### src/rtl/dmem_port_if.sv
// Requester, result and memory-port signals of the data-memory arbiter.
// slave = arbiter side, master = requesters plus memory.
interface dmem_port_if #(
    parameter int ADDR_W = 10
);
    logic              r0_req;
    logic              r0_we;
    logic [1:0]        r0_size;
    logic [ADDR_W-1:0] r0_addr;
    logic [63:0]       r0_wdata;
    logic              r0_ready;

    logic              r1_req;
    logic              r1_we;
    logic [1:0]        r1_size;
    logic [ADDR_W-1:0] r1_addr;
    logic [63:0]       r1_wdata;
    logic              r1_ready;

    logic [63:0]       rdata;
    logic              err;
    logic              busy;

    logic              m_en;
    logic              m_we;
    logic [ADDR_W-1:0] m_addr;
    logic [3:0]        m_be;
    logic [31:0]       m_wdata;
    logic [31:0]       m_rdata;

    modport slave (
        input  r0_req, r0_we, r0_size, r0_addr, r0_wdata,
        input  r1_req, r1_we, r1_size, r1_addr, r1_wdata,
        output r0_ready, r1_ready, rdata, err, busy,
        output m_en, m_we, m_addr, m_be, m_wdata,
        input  m_rdata
    );

    modport master (
        output r0_req, r0_we, r0_size, r0_addr, r0_wdata,
        output r1_req, r1_we, r1_size, r1_addr, r1_wdata,
        input  r0_ready, r1_ready, rdata, err, busy,
        input  m_en, m_we, m_addr, m_be, m_wdata,
        output m_rdata
    );
endinterface

### src/rtl/dmem_port_arbiter.sv
// Round-robin two-requester arbiter for the big-endian 32-bit data memory port.
// Splits doubles into two word beats and assembles 64-bit read results.
module dmem_port_arbiter #(
    parameter int ADDR_W = 10
) (
    input  logic       clk,
    input  logic       rst_n,
    dmem_port_if.slave bus
);
    typedef enum logic [2:0] {
        IDLE,
        BEAT0,
        BEAT1,
        RWAIT,
        DONE
    } state_t;

    localparam logic [ADDR_W-1:0] STEP = ADDR_W'(4);

    state_t            state;
    state_t            state_nx;
    logic              last_grant;
    logic              gnt;
    logic              we_q;
    logic              err_q;
    logic [1:0]        size_q;
    logic [ADDR_W-1:0] addr_q;
    logic [63:0]       wdata_q;
    logic [63:0]       rdata_q;

    logic              any_req;
    logic              pick;
    logic              p_we;
    logic [1:0]        p_size;
    logic [ADDR_W-1:0] p_addr;
    logic [63:0]       p_wdata;
    logic              p_bad;
    logic              is_byte;
    logic              is_dbl;
    logic [ADDR_W-1:0] word_addr;

    logic              m_en;
    logic              m_we;
    logic [ADDR_W-1:0] m_addr;
    logic [3:0]        m_be;
    logic [31:0]       m_wdata;

    assign any_req   = bus.r0_req | bus.r1_req;
    assign is_byte   = (size_q == 2'b00);
    assign is_dbl    = (size_q == 2'b10);
    assign word_addr = {addr_q[ADDR_W-1:2], 2'b00};

    // Both requesting: the one not served last time wins.
    always_comb begin
        pick = bus.r1_req;
        if (bus.r0_req && bus.r1_req) begin
            pick = ~last_grant;
        end
        p_we    = pick ? bus.r1_we    : bus.r0_we;
        p_size  = pick ? bus.r1_size  : bus.r0_size;
        p_addr  = pick ? bus.r1_addr  : bus.r0_addr;
        p_wdata = pick ? bus.r1_wdata : bus.r0_wdata;
        p_bad   = (p_size == 2'b11) || (p_addr[1:0] != 2'b00);
    end

    always_ff @(posedge clk or negedge rst_n) begin
        if (!rst_n) begin
            state      <= IDLE;
            last_grant <= 1'b1;
            gnt        <= 1'b0;
            we_q       <= 1'b0;
            err_q      <= 1'b0;
            size_q     <= 2'b00;
            addr_q     <= '0;
            wdata_q    <= '0;
            rdata_q    <= '0;
        end else begin
            state <= state_nx;
            case (state)
                IDLE: begin
                    if (any_req) begin
                        gnt        <= pick;
                        last_grant <= pick;
                        we_q       <= p_we;
                        size_q     <= p_size;
                        addr_q     <= p_addr;
                        wdata_q    <= p_wdata;
                        err_q      <= p_bad;
                        if (p_bad) begin
                            rdata_q <= '0;
                        end
                    end
                end
                BEAT1: begin
                    if (!we_q) begin
                        rdata_q[31:0] <= bus.m_rdata;
                    end
                end
                RWAIT: begin
                    unique case (1'b1)
                        is_byte: rdata_q <= {56'b0, bus.m_rdata[7:0]};
                        is_dbl:  rdata_q[63:32] <= bus.m_rdata;
                        default: rdata_q <= {32'b0, bus.m_rdata};
                    endcase
                end
                default: ;
            endcase
        end
    end

    always_comb begin
        state_nx = state;
        m_en     = 1'b0;
        m_we     = 1'b0;
        m_addr   = '0;
        m_be     = 4'b0000;
        m_wdata  = '0;
        case (state)
            IDLE: begin
                if (any_req) begin
                    state_nx = p_bad ? DONE : BEAT0;
                end
            end
            BEAT0: begin
                m_en   = 1'b1;
                m_we   = we_q;
                m_addr = word_addr;
                if (is_byte) begin
                    m_be    = 4'b0001;
                    m_wdata = {24'b0, wdata_q[7:0]};
                end else begin
                    m_be    = 4'b1111;
                    m_wdata = wdata_q[31:0];
                end
                if (is_dbl) begin
                    state_nx = BEAT1;
                end else begin
                    state_nx = we_q ? DONE : RWAIT;
                end
            end
            BEAT1: begin
                m_en     = 1'b1;
                m_we     = we_q;
                m_addr   = word_addr + STEP;
                m_be     = 4'b1111;
                m_wdata  = wdata_q[63:32];
                state_nx = we_q ? DONE : RWAIT;
            end
            RWAIT:   state_nx = DONE;
            DONE:    state_nx = IDLE;
            default: state_nx = IDLE;
        endcase
    end

    assign bus.m_en     = m_en;
    assign bus.m_we     = m_we;
    assign bus.m_addr   = m_addr;
    assign bus.m_be     = m_be;
    assign bus.m_wdata  = m_wdata;
    assign bus.r0_ready = (state == DONE) && !gnt;
    assign bus.r1_ready = (state == DONE) && gnt;
    assign bus.err      = (state == DONE) && err_q;
    assign bus.busy     = (state != IDLE);
    assign bus.rdata    = rdata_q;
endmodule

### src/flat_wrapper.sv
// flat-port wrapper written by rule: the top's interface ports become plain ports
module dmem_port_arbiter_flat 
#(
    parameter int ADDR_W = 10
)
  (clk, rst_n, bus_r0_req, bus_r0_we, bus_r0_size, bus_r0_addr, bus_r0_wdata, bus_r1_req, bus_r1_we, bus_r1_size, bus_r1_addr, bus_r1_wdata, bus_r0_ready, bus_r1_ready, bus_rdata, bus_err, bus_busy, bus_m_en, bus_m_we, bus_m_addr, bus_m_be, bus_m_wdata, bus_m_rdata);
  dmem_port_if #(.ADDR_W(ADDR_W)) bus_i ();
  input  logic clk;
  input  logic rst_n;
  input wire logic [$bits(bus_i.r0_req)-1:0] bus_r0_req;
  input wire logic [$bits(bus_i.r0_we)-1:0] bus_r0_we;
  input wire logic [$bits(bus_i.r0_size)-1:0] bus_r0_size;
  input wire logic [$bits(bus_i.r0_addr)-1:0] bus_r0_addr;
  input wire logic [$bits(bus_i.r0_wdata)-1:0] bus_r0_wdata;
  input wire logic [$bits(bus_i.r1_req)-1:0] bus_r1_req;
  input wire logic [$bits(bus_i.r1_we)-1:0] bus_r1_we;
  input wire logic [$bits(bus_i.r1_size)-1:0] bus_r1_size;
  input wire logic [$bits(bus_i.r1_addr)-1:0] bus_r1_addr;
  input wire logic [$bits(bus_i.r1_wdata)-1:0] bus_r1_wdata;
  output wire logic [$bits(bus_i.r0_ready)-1:0] bus_r0_ready;
  output wire logic [$bits(bus_i.r1_ready)-1:0] bus_r1_ready;
  output wire logic [$bits(bus_i.rdata)-1:0] bus_rdata;
  output wire logic [$bits(bus_i.err)-1:0] bus_err;
  output wire logic [$bits(bus_i.busy)-1:0] bus_busy;
  output wire logic [$bits(bus_i.m_en)-1:0] bus_m_en;
  output wire logic [$bits(bus_i.m_we)-1:0] bus_m_we;
  output wire logic [$bits(bus_i.m_addr)-1:0] bus_m_addr;
  output wire logic [$bits(bus_i.m_be)-1:0] bus_m_be;
  output wire logic [$bits(bus_i.m_wdata)-1:0] bus_m_wdata;
  input wire logic [$bits(bus_i.m_rdata)-1:0] bus_m_rdata;
  assign bus_i.r0_req = bus_r0_req;
  assign bus_i.r0_we = bus_r0_we;
  assign bus_i.r0_size = bus_r0_size;
  assign bus_i.r0_addr = bus_r0_addr;
  assign bus_i.r0_wdata = bus_r0_wdata;
  assign bus_i.r1_req = bus_r1_req;
  assign bus_i.r1_we = bus_r1_we;
  assign bus_i.r1_size = bus_r1_size;
  assign bus_i.r1_addr = bus_r1_addr;
  assign bus_i.r1_wdata = bus_r1_wdata;
  assign bus_r0_ready = bus_i.r0_ready;
  assign bus_r1_ready = bus_i.r1_ready;
  assign bus_rdata = bus_i.rdata;
  assign bus_err = bus_i.err;
  assign bus_busy = bus_i.busy;
  assign bus_m_en = bus_i.m_en;
  assign bus_m_we = bus_i.m_we;
  assign bus_m_addr = bus_i.m_addr;
  assign bus_m_be = bus_i.m_be;
  assign bus_m_wdata = bus_i.m_wdata;
  assign bus_i.m_rdata = bus_m_rdata;
  dmem_port_arbiter #(.ADDR_W(ADDR_W)) u_core (.clk(clk), .rst_n(rst_n), .bus(bus_i));
endmodule
### config.mk
export PLATFORM = sky130hd
export DESIGN_NAME = dmem_port_arbiter_flat
export DESIGN_NICKNAME = d
export VERILOG_FILES = /design/src/rtl/dmem_port_if.sv /design/src/rtl/dmem_port_arbiter.sv /design/src/flat_wrapper.sv
export SDC_FILE = /design/constraint.sdc
export NUM_CORES = 1
export LEC_CHECK = 0
export CORE_MARGIN = 2
export CORE_UTILIZATION = 46
export CTS_CLUSTER_DIAMETER = 80
export DETAILED_ROUTE_END_ITERATION = 6
export HOLD_SLACK_MARGIN = 0.15
export PLACE_DENSITY_LB_ADDON = 0.1
export SLEW_MARGIN = 20
export SYNTH_ARGS = -nofsm -noshare
export SYNTH_HDL_FRONTEND = slang
export SYNTH_SLANG_ARGS = --single-unit
### constraint.sdc
create_clock -name clk -period 2.6 [get_ports clk]
set_input_delay 0.39 -clock clk [delete_from_list [all_inputs] [get_ports clk]]
set_output_delay 0.39 -clock clk [all_outputs]
set_load 0.03 [all_outputs]
Yosys cells after proc, flatten, opt, wreduce, memory -nomap -nowiden

Index checks and enable logic that the tools add are counted.

Output and inout bits: 116
Logic and storage cells: 63
ROM bits: 0
Register bits after elaboration: 147
Memory bits (writable): 0
Memories: 0
Input bits: 190
Latch bits: 0

Shift-type cells: 0
Bitwise operators: 2
$add $sub $neg: 1
Multipliers: 0
Magnitude comparators: 0
Div/mod/pow operators: 0
Reduce and logical (&&, ||, !) cells: 16
Mux-type cells: 24
Equality and inequality tests: 10

Operator list:

| cell                    | count |
|---|---|
| $mux W64                | 3 |
| $pmux W32 S2            | 3 |
| $mux W32                | 3 |
| $pmux W32 S3            | 1 |
| $pmux W10 S2            | 1 |
| $mux W3                 | 4 |
| $pmux W3 S4             | 1 |
| $add A10 B3 Y10 const B | 1 |
| $mux W10                | 1 |
| $pmux W4 S2             | 1 |
| $eq A3 B2 Y1 const B    | 2 |
| $reduce_bool A3 Y1      | 2 |
| $reduce_and A5 Y1       | 1 |
| $eq A2 B2 Y1 const B    | 2 |
| $logic_and A1 B1 Y1     | 4 |
| $mux W1                 | 4 |
| $mux W4                 | 1 |
| $ne A2 B1 Y1 const B    | 2 |
| $ne A2 B2 Y1 const B    | 2 |
| $reduce_bool A2 Y1      | 2 |
| $eq A3 B1 Y1 const B    | 1 |
| $eq A3 B3 Y1 const B    | 1 |
| $logic_not A3 Y1        | 1 |
| $reduce_and A3 Y1       | 1 |
| other kinds (8)         | 8 |

Longest topological paths before layout

Word-level depth: 8
Depth in mapped cells: 7

Worst setup path before layout

OpenSTA, ideal clock, no wires.

Path type: register to output
Start: reg u_core.state[0]
End: out bus_m_addr[9]
Stages on the path, launching flop included: 6
Data arrival time: 1.777 ns
Setup slack: 0.433 ns
Required time: 2.210 ns
Buffers on the path: 2
Cells stage by stage: dfrtp_1 > buf_2 > nor3b_2 > clkbuf_1 > a21oi_1 > o22ai_1

Longest elaborated chain between the ends: 2
Elaborated cells on any way between the ends: 3
Those cells by class: eq/ne (2); mux (1)

RTL lines:

| item                                         | RTL line                 | source |
|---|---|---|
| from (decl)                                  | dmem_port_arbiter.sv:20  | `state_t state;` |
| from (signal assigned)                       | dmem_port_arbiter.sv:78  | `state <= state_nx;` |
| $eq A3 B2 Y1 or $eq A3 B1 Y1 (tied branches) | dmem_port_arbiter.sv:118 | `case (state)` |
| $pmux W10 S2 (*)                             | dmem_port_arbiter.sv:118 |  |
| to (decl)                                    | flat_wrapper.sv:27       | `output wire logic [$bits(bus_i.m_addr)-1:0] bus_m_addr;` |

Mark *: on every way between the ends. The rest lies on a longest branch, timed or not.

Final worst setup path

Start: reg u_core.state[0]
End: out bus_m_be[2]

Longest elaborated chain between the ends: 2
Elaborated cells on any way between the ends: 3
Those cells by class: eq/ne (2); mux (1)

RTL lines:

| item                                         | RTL line                 | source |
|---|---|---|
| $eq A3 B2 Y1 or $eq A3 B1 Y1 (tied branches) | dmem_port_arbiter.sv:118 |  |
| $pmux W4 S2 (*)                              | dmem_port_arbiter.sv:118 |  |
| to (decl)                                    | flat_wrapper.sv:28       | `output wire logic [$bits(bus_i.m_be)-1:0] bus_m_be;` |

Marks and branches as above.

==> reports/qor.csv <==
stage,metric,value,unit
timing,unrepaired setup endpoints after global routing,false,
final_layout,finished layout cell area,10900,um^2
yosys,Synth Flop Type,dfrtp_1,
grt,largest net degree at the start of global routing,144,
yosys,synth top area cells,"dfrtp_1 50%, mux2i_1 11%, a22o_1 8.1%",
timing,Sum Neg Setup Slack,0,ns
run_status,status,completed,
clock_network,CTS tree,done,
clock_network,clk root buf,clkbuf_16,
yosys,Synth top area share,50.2,%
final_layout,"most common cell after layout, fill and taps aside",clkdlybuf4s50_1,
drt,DR DRC count,0,
timing,Peak Freq,406,MHz
worst_setup_path,"reg-to-reg slack, setup",0.53,ns
yosys,YS warnings,0,
clock_network,H-Tree Depth,4,
yosys,unique cell type count in the Yosys netlist,41,
worst_setup_path,crit path DAT,2.07,ns
clock_network,CTS resizes,0,
floorplan,io pins,306,
clock_network,Max Buffers Root-to-Sink,2,
yosys,"EDFF count, synth",0,
drt,via count,6645,
grt,initial antenna violation count,2,
worst_setup_path,CP Capture Type,output pin,
yosys,async set-reset flop share out of synthesis,100,%
min_path,hold path start,u_core.wdata_q[30],
grt,vias in the first global route,6390,
timing,Worst slew margin,54.1,%
timing,worst-margin pin slew,0.688,ns
grt,grt total ovfl,0,
drt,Routed Antenna Nets,0,
placed_design,hpwl dp,14900,um
clock_network,clock-pin slew on the worst setup and hold paths,0.06,ns
grt,met3 usage,7.11,%
yosys,"FF+latch count, synth",145,
clock_network,Post-CTS Setup Bufs,0,
yosys,fraction of synthesized cell area in xor and xnor cells,0,%
worst_setup_path,CP max stage cell,dfrtp_1,
drt,Routed WL per cell,17.2,um
drt,vias per cell,5.45,
clock_network,# hold bufs at CTS,1,
yosys,multiplexer area fraction after synthesis,10.8,%
yosys,Synth Cell Area,7180,um^2
job,MaxCap Viol Count,0,
worst_setup_path,crit-path cells,"nor3b_2, o21a_1, buf_4, or2_2, buf_4",
final_layout,Nets,1208,
worst_setup_path,RR Endpoint,u_core.bus.rdata[34],
min_path,Hold Path Cell Cnt,2,
placed_design,Placed Area,10300,um^2
timing,fin. max-slew vios,0,
timing,Period minus WS final,2.46,ns
worst_setup_path,"critical path fanouts, max",25,
final_layout,most frequent cells in the layout,"253 x clkdlybuf4s50_1, 147 x nand2_1, 144 x dfrtp_1, 83 x o21ai_0, 76 x mux2i_1",
grt,grt met2 use,42.9,%
floorplan,effective utilization at floorplan,47.2,%
power_and_ir_drop,leakage,4.78,nW
yosys,cell count after synthesis,740,
floorplan,DIE AREA,16600,um^2
drt,DRT Pass-1 Iters,5,
clock_network,Inserted Clock Buffers,17,
clock_network,"Clk Latency, worst-skew pair",0.42,ns
worst_setup_path,Critical Path RT,2.21,ns
drt,final WL,20900,um
worst_setup_path,Worst Setup Start Kind,flop,
worst_setup_path,R2R Path Start,u_core.state[0],
yosys,complex-gate fraction of the synthesized area,16.4,%
worst_setup_path,r2r worst-path depth,4,
min_path,HP Class,reg -> reg,
timing,WHS,0.478,ns
placed_design,IO buf count,303,
final_layout,fillcell total,1182,
power_and_ir_drop,pwr dens,953,nW/um^2
yosys,sequential fraction of the synthesis area,50.6,%
timing,endpoints failing setup,0,
min_path,hold endpoint,u_core.wdata_q[30],
yosys,Simple-Gate Fraction of Synth Area,17.2,%
drt,DRT iter0 DRCs,509,
grt,global-route wire length before repair,32700,um
yosys,largest family of logic cells by synthesized area,simple AND/OR/NAND/NOR gates,
final_layout,share of cells above drive strength 1,11.0,%
yosys,"area leader, netlist",dfrtp_1,
floorplan,Core Area,15200,um^2
final_layout,Layout area overhead,51.7,%
placed_design,routability cong.,0.794,
yosys,Post-Synth Adder-Cell Area,0.174,%
worst_setup_path,Setup CP Type,reg -> out,
clock_network,CTS Sinks,145,
grt,most used routing layer,met2,
timing,Hold Fails Final Rpt,0,
timing,fin crit share,94.7,%
power_and_ir_drop,"IR drop worst, VDD",0.721,mV
timing,Fin Clk Skew,0.00635,ns
floorplan,DIE WIDTH,129,um
grt,met1 usage,31.3,%
floorplan,Rows,45,
grt,total global-route track usage,25.2,%
worst_setup_path,"slowest stage delay, CP",0.55,ns
worst_setup_path,Most common cell on crit path,buf_4,
floorplan,Die Y,129,um
yosys,syn avg cell area,9.70,um^2
## area by class of cell
cell class              instances  area (um^2)  share of cell area [%]
flip-flops and latches        145         3630                    33.3
multi-input cells             525         3260                    29.9
repair buffers                323         3130                    28.7
clock buffers                  20          457                    4.19
well taps                     188          235                    2.16
clock inverters                12          163                    1.49
inverters                       5         18.8                   0.172
diodes                          1         2.50                  0.0230
## Yosys cell counts (2+ instances only)
library cell	number
nand2_1	147
dfrtp_1	144
o21ai_0	83
mux2i_1	76
a22o_1	66
nand3_1	65
nand4_1	35
clkbuf_1	34
buf_2	21
buf_4	8
nor2_1	6
inv_1	5
o21ai_1	5
a31oi_1	4
and3_1	4
a211oi_1	3
a21oi_1	3
buf_6	3
and2_1	2
nand2b_1	2
nor3_1	2
o21a_1	2
or2_2	2
## kinds of logic after synthesis
kind of cell               after synthesis
AOI/OAI and AO/OA                      175
adders and majority gates                1
buffers and inverters                   71
DFF                                    145
muxes                                   77
other                                    1
and+or+nand+nor                        270
## sequential cells by signal (all words and copies together), names as in the netlist
name	cells
u_core.last_grant	1
u_core.gnt	1
u_core.we_q	1
u_core.bus.rdata	64
u_core.wdata_q	64
u_core.state	3
u_core.size_q	2
u_core.err_q	1
u_core.addr_q	8
## worst max-delay path: cells and delay by family (launching register included)
| family | cells | cell delay, ns |
|---|---|---|
| flip-flops | 1 | 0.55 |
| AND/OR/NAND/NOR | 2 | 0.49 |
| AO/OA/AOI/OAI | 1 | 0.14 |
| buffers and inverters | 2 | 0.46 |
## through the flow
step,worst slack [ns],util (%),std cells,power (mW)
global placement,0.263,67.5,1185,7.75
global route,0.0215,71.6,1218,11.0
finish,0.138,71.6,1219,10.4
floorplan,0.433,-,741,6.29
detailed placement,0.204,67.5,1185,7.85
CTS,0.124,71.6,1218,10.4
## layer usage
metal | vias up | part of all wire, % | wire length, um
met2 | 244 | 50 | 10500
met3 | 28 | 7.2 | 1510
met1 | 3147 | 41 | 8570
li1 | 3224 | - | -
met4 | 2 | 1.6 | 335
met5 | - | 0.062 | 13
## where the power goes
group	total [mW]	internal (mW)	switching, mW
Sequential	3.57	3.01	0.557
Clock	2.57	1.64	0.925
Combinational	4.24	1.62	2.62
Total	10.4	6.28	4.10
## how the worst max path moves through the flow
stage | start | cells after the start | slack [ns] | endpoint
3_3_place_gp | bus_r0_req | 5 | 0.26 | u_core.bus.rdata[56]
4_1_cts | u_core.state[0] | 5 | 0.12 | bus_m_be[2]
3_5_place_dp | bus_r0_req | 5 | 0.20 | u_core.bus.rdata[57]
6_report | u_core.state[0] | 5 | 0.14 | bus_m_be[2]
5_1_grt | u_core.state[0] | 5 | 0.02 | bus_m_be[2]
2_1_floorplan | u_core.state[0] | 5 | 0.43 | bus_m_addr[9]
(Power assumes the default switching activity.)
